==> src/rtl/request_arbiter_if.sv <==
// Request/grant bundle between the requesting units and the arbiter; slave is the arbiter side.
interface request_arbiter_if;
    logic [4:1] req;
    logic       done;
    logic [4:1] gnt;
    logic [2:0] gcode;
    logic       busy;
    logic       timeout;

    modport master (
        output req,
        output done,
        input  gnt,
        input  gcode,
        input  busy,
        input  timeout
    );

    modport slave (
        input  req,
        input  done,
        output gnt,
        output gcode,
        output busy,
        output timeout
    );
endinterface

==> src/rtl/request_arbiter.sv <==
// Four-way hold-until-release arbiter: grant one cycle after req, release one cycle after done/req drop/limit.
// No backpressure; a mandatory IDLE gap follows every release. `ROUND_ROBIN_EN selects rotating priority.
module request_arbiter #(
    parameter int unsigned MAX_HOLD = 8
) (
    input  logic               clk,
    input  logic               reset,
    request_arbiter_if.slave   bus
);

    localparam logic [0:0] IDLE  = 1'b0;
    localparam logic [0:0] GRANT = 1'b1;

    logic [0:0] state;
    logic [4:1] gnt_r;
    logic [2:0] gcode_r;
    logic       busy_r;
    logic       timeout_r;
    logic [7:0] hold_cnt;
    logic [2:0] win;
    logic       owner_req;
    logic       at_limit;

    function automatic logic [4:1] onehot(input logic [2:0] code);
        logic [4:1] m;
        case (code)
            3'd1:    m = 4'b0001;
            3'd2:    m = 4'b0010;
            3'd3:    m = 4'b0100;
            3'd4:    m = 4'b1000;
            default: m = 4'b0000;
        endcase
        return m;
    endfunction

    function automatic logic active(input logic [4:1] r, input logic [2:0] code);
        return |(r & onehot(code));
    endfunction

`ifdef ROUND_ROBIN_EN
    logic [2:0] last;

    // First active requester in the order p0,p1,p2,p3; p3 is always the previous owner.
    function automatic logic [2:0] first_of(input logic [4:1] r,
                                            input logic [2:0] p0, input logic [2:0] p1,
                                            input logic [2:0] p2, input logic [2:0] p3);
        logic [2:0] w;
        if (active(r, p0))      w = p0;
        else if (active(r, p1)) w = p1;
        else if (active(r, p2)) w = p2;
        else if (active(r, p3)) w = p3;
        else                    w = 3'd0;
        return w;
    endfunction

    always_comb begin
        win = 3'd0;
        case (last)
            3'd2:    win = first_of(bus.req, 3'd1, 3'd4, 3'd3, 3'd2);
            3'd3:    win = first_of(bus.req, 3'd2, 3'd1, 3'd4, 3'd3);
            3'd4:    win = first_of(bus.req, 3'd3, 3'd2, 3'd1, 3'd4);
            default: win = first_of(bus.req, 3'd4, 3'd3, 3'd2, 3'd1);
        endcase
    end

    always_ff @(posedge clk or posedge reset) begin
        if (reset) begin
            last <= 3'd1;
        end else if (state == GRANT && (bus.done || !owner_req || at_limit)) begin
            last <= gcode_r;
        end
    end
`else
    always_comb begin
        win = 3'd0;
        if (bus.req[4])      win = 3'd4;
        else if (bus.req[3]) win = 3'd3;
        else if (bus.req[2]) win = 3'd2;
        else if (bus.req[1]) win = 3'd1;
    end
`endif

    assign owner_req = |(bus.req & gnt_r);
    assign at_limit  = (hold_cnt == 8'(MAX_HOLD));

    always_ff @(posedge clk or posedge reset) begin
        if (reset) begin
            state     <= IDLE;
            gnt_r     <= 4'b0000;
            gcode_r   <= 3'd0;
            busy_r    <= 1'b0;
            timeout_r <= 1'b0;
            hold_cnt  <= 8'd0;
        end else begin
            timeout_r <= 1'b0;
            case (state)
                IDLE: begin
                    if (win != 3'd0) begin
                        state    <= GRANT;
                        gnt_r    <= onehot(win);
                        gcode_r  <= win;
                        busy_r   <= 1'b1;
                        hold_cnt <= 8'd1;
                    end
                end
                default: begin
                    // done outranks the limit, so a finish on the last allowed cycle is not a timeout
                    if (bus.done || !owner_req || at_limit) begin
                        state     <= IDLE;
                        gnt_r     <= 4'b0000;
                        gcode_r   <= 3'd0;
                        busy_r    <= 1'b0;
                        hold_cnt  <= 8'd0;
                        timeout_r <= !bus.done && owner_req;
                    end else begin
                        hold_cnt <= hold_cnt + 8'd1;
                    end
                end
            endcase
        end
    end

    assign bus.gnt     = gnt_r;
    assign bus.gcode   = gcode_r;
    assign bus.busy    = busy_r;
    assign bus.timeout = timeout_r;

endmodule
==> src/flat_wrapper.sv <==
// flat-port wrapper written by rule: the top's interface ports become plain ports
module request_arbiter_flat 
#(
    parameter int unsigned MAX_HOLD = 8
)
  (clk, reset, bus_req, bus_done, bus_gnt, bus_gcode, bus_busy, bus_timeout);
  request_arbiter_if bus_i ();
  input  logic clk;
  input  logic reset;
  input wire logic [$bits(bus_i.req)-1:0] bus_req;
  input wire logic [$bits(bus_i.done)-1:0] bus_done;
  output wire logic [$bits(bus_i.gnt)-1:0] bus_gnt;
  output wire logic [$bits(bus_i.gcode)-1:0] bus_gcode;
  output wire logic [$bits(bus_i.busy)-1:0] bus_busy;
  output wire logic [$bits(bus_i.timeout)-1:0] bus_timeout;
  assign bus_i.req = bus_req;
  assign bus_i.done = bus_done;
  assign bus_gnt = bus_i.gnt;
  assign bus_gcode = bus_i.gcode;
  assign bus_busy = bus_i.busy;
  assign bus_timeout = bus_i.timeout;
  request_arbiter #(.MAX_HOLD(MAX_HOLD)) u_core (.clk(clk), .reset(reset), .bus(bus_i));
endmodule
==> config.mk <==
export PLATFORM = sky130hd
export DESIGN_NAME = request_arbiter_flat
export DESIGN_NICKNAME = d
export VERILOG_FILES = /design/src/rtl/request_arbiter_if.sv /design/src/rtl/request_arbiter.sv /design/src/flat_wrapper.sv
export SDC_FILE = /design/constraint.sdc
export NUM_CORES = 1
export LEC_CHECK = 0
export CORE_ASPECT_RATIO = 1.5
export CORE_MARGIN = 2
export CORE_UTILIZATION = 40
export CTS_BUF_LIST = sky130_fd_sc_hd__clkbuf_16
export CTS_CLUSTER_DIAMETER = 50
export CTS_CLUSTER_SIZE = 40
export DETAILED_ROUTE_END_ITERATION = 10
export PLACE_DENSITY = 0.62
export SLEW_MARGIN = 20
export SYNTH_ARGS = -nofsm -noshare
export SYNTH_HDL_FRONTEND = slang
export SYNTH_SLANG_ARGS = --single-unit
==> constraint.sdc <==
create_clock -name clk -period 2.1 [get_ports clk]
set_input_delay 0.525 -clock clk [delete_from_list [all_inputs] [get_ports clk]]
set_output_delay 0.525 -clock clk [all_outputs]
set_load 0.02 [all_outputs]
== After elaboration in Yosys (flattened, before gate mapping) ==
Cells that the tools add are included.

* Register bits: 18
* Output and inout bits: 9
* Word-level logic and storage cells: 45

* Add/subtract/negate cells: 1
* Eq/ne operators: 6
* Multiplexer cells: 22
* Bitwise operators: 1
* Reduce and logical (&&, ||, !) cells: 9

{| class="wikitable"
|+ Operator list
! kind !! count
|-
| $mux 8 || 3
|-
| $mux 3 || 6
|-
| $pmux 4 s4 || 1
|-
| $mux 4 || 3
|-
| $mux 1 || 9
|-
| $add 8x1->8 const B || 1
|-
| $eq 8x4->1 const B || 1
|-
| $eq 3x2->1 const B || 2
|-
| $and 4x4->4 || 1
|-
| $reduce_or 4->1 || 1
|-
| $eq 3x1->1 const B || 1
|-
| $eq 3x3->1 const B || 1
|-
| $reduce_bool 3->1 || 1
|-
| $logic_not 1->1 || 2
|-
| $logic_or 1x1->1 || 2
|-
| $ne 2x2->1 const B || 1
|-
| $reduce_and 2->1 || 1
|-
| $reduce_bool 2->1 || 1
|-
| $logic_and 1x1->1 || 1
|}

== Depth between registers and ports, before layout ==
* Word-level depth: 8
* Depth in mapped cells: 6

== Worst setup path after synthesis ==
No wires, ideal clock.

* Path kind: in2reg
* Start point: input port bus_req[1]
* End point: register u_core.hold_cnt[5]
* Setup time: 65 ps
* Arrival: 1,570 ps
* Data required time: 2,035 ps
* Setup slack: 465 ps
* Cell stages on the path: 4
* Buffers on the path: 0
* Path through: or4_1 -> nor2_2 -> a31o_1 -> a22o_1

* Word-level cells in the longest chain between the ends: 7
* Elaborated cells on any way between the ends: 12

{| class="wikitable"
|+ RTL lines
! what !! RTL line !! RTL
|-
| from (decl) || flat_wrapper.sv:10 || <nowiki>input wire logic [$bits(bus_i.req)-1:0] bus_req;</nowiki>
|-
| $and 4x4->4 || request_arbiter.sv:83 || <nowiki>assign owner_req = |(bus.req & gnt_r);</nowiki>
|-
| $reduce_or 4->1 || request_arbiter.sv:83 ||
|-
| $logic_not 1->1 || request_arbiter.sv:108 || <nowiki>if (bus.done || !owner_req || at_limit) begin</nowiki>
|-
| $logic_or 1x1->1 (2 in series) || request_arbiter.sv:108 ||
|-
| $mux 8 || request_arbiter.sv:108 ||
|-
| $mux 8 || request_arbiter.sv:96 || <nowiki>case (state)</nowiki>
|-
| to (signal assigned) || request_arbiter.sv:116 || <nowiki>hold_cnt <= hold_cnt + 8'd1;</nowiki>
|-
| to (decl) || request_arbiter.sv:19 || <nowiki>logic [7:0] hold_cnt;</nowiki>
|}

Parallel ways exist; a longest one is shown, timed or not.
A chain may end at the register's enable or synchronous reset.

== Worst setup path in the final report ==
* Start point: input port bus_req[1]
* End point: register u_core.hold_cnt[3]

Same word-level chain as after synthesis.

==> summary.md <==
| Metric | Value |
|---|---|
| Fmax | `526.4 MHz` |
| Area of the multi-input gates | `412.9 um^2` |
| Worst Path Arrival | `around 2.1 ns` |
| Clk root buf | `clkbuf_16` |
| Chip width | `between 40 and 50 um` |
| Syn Nets | `104` |
| Detailed Place HPWL | `1508 um` |
| Post-DRT Antenna Nets | `0` |
| Setup TNS | `0 ns` |
| # hold bufs at CTS | `0` |
| Post-route cell area | `about 1200 um^2` |
| Critical path required time | `around 2.3 ns` |
| Final Critical Period | `~1.9 ns` |
| Core Footprint | `2052 um^2` |
| Status | `complete, no violations` |
| FF+latch area | `around 430 um^2` |
| Area Growth Syn to Fin | `38.09%` |
| Pins Over Slew Limit | `0` |
| Least-Margin Pin Slew | `0.4187 ns` |
| ANT cells | `0` |
| Leakage power | `0.5448 nW` |
| Post-route clock period utilization | `0.9046` |
| DR WL/cell | `between 10 and 15 um` |
| Tightest Hold Check Type | `reg2reg` |
| Final hold viol count | `0` |
| Final core utilization | `0.5902` |
| Number of remaining DRC errors | `0` |
| Reg power frac | `0.383` |
| Max_cap viols | `0` |
| Die Ht | `roughly 60 um` |
| First DRT Iteration DRCs | `10` |
| CP Launch Type | `input pin` |
| Final setup vio count | `0` |
| Placed inst area | `about 1100 um^2` |
| Comb pwr share | `0.289` |
| Finished Layout Cells | `approximately 150` |
| Routability cong. | `between 0.8 and 0.9` |
| Max clock buf depth | `2` |
| Switch share | `0.3038` |
| Grt total ovfl | `0` |
| Hold_sp | `u_core.hold_cnt[7]$_DFFE_PP0P_` |
| Netlist cell types | `30` |
| Initial Util | `0.4274` |
| I/O pins | `16` |
| Nets | `between 100 and 150` |
| Global-route wire length before repair | `~3400 um` |
| TritonCTS clock tree | `built` |
| Largest net degree at the start of global routing | `18` |
| Synthesis Warnings | `0` |
| Critical path origin | `bus_req[1]` |
| Cell Pwr Density | `933.9 nW/um^2` |
| WHS | `0.5215 ns` |
| Placed insts | `142` |
| Reg2reg start | `u_core.hold_cnt[0]$_DFFE_PP0P_` |
| Drt total wl | `about 2000 um` |
| Vias in the first global route | `809` |
| FP Rows | `20` |
| Clock power frac | `0.328` |
| Pre-antenna DRT Iters | `4` |
| Clock latency on the worst-skew pair | `0.25 ns` |
| Slew HR | `0.7169` |
| RSZ-0062 raised after global routing | `no` |
| H-tree Lvls | `1` |
| Synthesized flop and latch total | `17` |
| Filler Cell Count | `roughly 190` |
| Port-buffer cells | `15` |
| Syn Std Cell Area | `roughly 880 um^2` |
| Peak VDD IR | `between 500 and 600 uV` |
| GRT Total Usage | `0.1793` |
| Post-CTS Setup Bufs | `0` |
| Final Skew | `0.003303 ns` |
| Share of layout cells above drive strength 1 | `0.1452` |
| Sequential share of the synthesized area | `0.4850` |
| Int Pwr | `roughly 790 uW` |
| Die area | `between 2000 and 3000 um^2` |
| Syn Area/Cell | `about 9 um^2` |
| Clk slew on worst S/H paths | `about 0.050 ns` |
| CP Class | `in2reg` |
| Setup slack, reg-to-reg | `0.24 ns` |
| Crit path max fanout | `6` |
| Post-CTS Resized | `0` |
| P_sw | `343.6 uW` |
| Setup crit end kind | `register` |
| CTS Sinks | `17` |
| Via count | `about 800` |
| Initial antenna violation count | `0` |
| Cells after Synth | `95` |
| Num CTS Buffers | `3` |
| Via-per-instance ratio | `between 5 and 6` |
## registers in the layout, summed over array words and instances, names as in the netlist
register and cells:
u_core.state 1, u_core.bus.gcode 3, u_core.bus.timeout 1, u_core.bus.busy 1
u_core.bus.gnt 3, u_core.hold_cnt 8
## path summary, 6_finish.rpt
path | depth (start not counted) | end
max in group asynchronous | 3 | u_core.bus.timeout$_DFF_PP0_
hold reg to reg | 1 | u_core.hold_cnt[7]$_DFFE_PP0P_
setup / recovery | 6 | u_core.hold_cnt[3]$_DFFE_PP0P_
setup reg to reg | 6 | u_core.hold_cnt[5]$_DFFE_PP0P_
min in group asynchronous | 3 | u_core.bus.gnt[3]$_DFFE_PP0P_
hold / removal | 1 | u_core.hold_cnt[7]$_DFFE_PP0P_
## per-stage QoR
stage | power (mW) | worst slack [ns]
floorplan | 0.6150 | 0.4647
global placement | 0.7639 | -0.01975
detailed placement | 0.7706 | -0.03688
CTS | 1.146 | 0.2075
global route | 1.198 | 0.06650
finish | 1.131 | 0.2004
## cells by family after synthesis
family | share of synthesized area
AOI/OAI and AO/OA | 0.2183
xor gates and xnor gates | 0.009988
adders and majority gates | 0.02853
buffers and inverters | 0.04423
DFF | 0.4850
and+or+nand+nor | 0.2140
## final cells by class
| type | instances | share of cell area |
|---|---|---|
| Sequential cell | 17 | 0.3512 |
| Multi-Input combinational cell | 69 | 0.3409 |
| Clock inverter | 1 | 0.003099 |
| Tap cell | 22 | 0.02273 |
| Timing Repair Buffer | 27 | 0.1983 |
| Inverter | 7 | 0.02169 |
| Clock buffer | 3 | 0.06198 |
## critical path, cell delays in order
cell and delay, ns:
clkdlybuf4s50_1 0.42, or4_1 0.58, nor2_2 0.25, buf_4 0.17, nand2_1 0.04, o21ai_1 0.07
## metal layers
metal / vias to the layer above / global-route usage / wire length (um)
li1: 400 / - / -
met1: 367 / 0.1940 / 846
met2: 23 / 0.3209 / 954
met3: 9 / 0.02933 / 75
met4: 0 / 0.1250 / 80
met5: - / 0 / 0
## synthesized netlist by cell type
cell type,count,area share
a211oi_2,1,0.014
a21oi_1,4,0.023
a22o_1,1,0.010
a22oi_1,4,0.034
a31o_1,1,0.010
a31oi_1,2,0.014
a32o_1,1,0.011
and2_1,1,0.0071
and3_1,1,0.0071
and4_1,1,0.010
buf_2,1,0.0057
buf_4,1,0.0086
dfrtp_1,17,0.49
ha_1,2,0.029
inv_1,7,0.030
nand2_1,13,0.056
nand3_1,5,0.029
nand4_1,1,0.0071
nor2_1,7,0.030
nor2_2,1,0.0071
nor2b_1,2,0.014
nor3_1,2,0.011
nor3b_1,2,0.017
nor4b_1,1,0.010
o21ai_0,5,0.029
o21ai_1,6,0.034
o2bb2ai_1,2,0.020
o41ai_2,1,0.019
or4_1,1,0.0086
xor2_1,1,0.010
## power groups by stage
| stage | Sequential [mW] | Combinational (mW) | Clock [mW] |
|---|---|---|---|
| 2_1_floorplan | 0.467 | 0.148 | 0 |
| 6_report | 0.433 | 0.327 | 0.371 |
| 4_1_cts | 0.435 | 0.332 | 0.380 |
| 3_3_place_gp | 0.437 | 0.327 | 0 |
| 5_1_grt | 0.444 | 0.363 | 0.391 |
| 3_5_place_dp | 0.441 | 0.330 | 0 |
## placed cells by master (no fill, tap or decap), drive strengths merged, types with 2 or more instances in the layout
master / count
clkbuf: 3
o2bb2ai: 2
dfrtp: 17
nand3: 5
o21ai: 11
a22oi: 4
a21oi: 4
buf: 12
a31oi: 2
ha: 2
nor2: 8
nor2b: 2
inv: 8
nand2: 13
nor3: 2
nor3b: 2
clkdlybuf4s50: 15
Note: power is estimated with default switching activity, not from simulation.
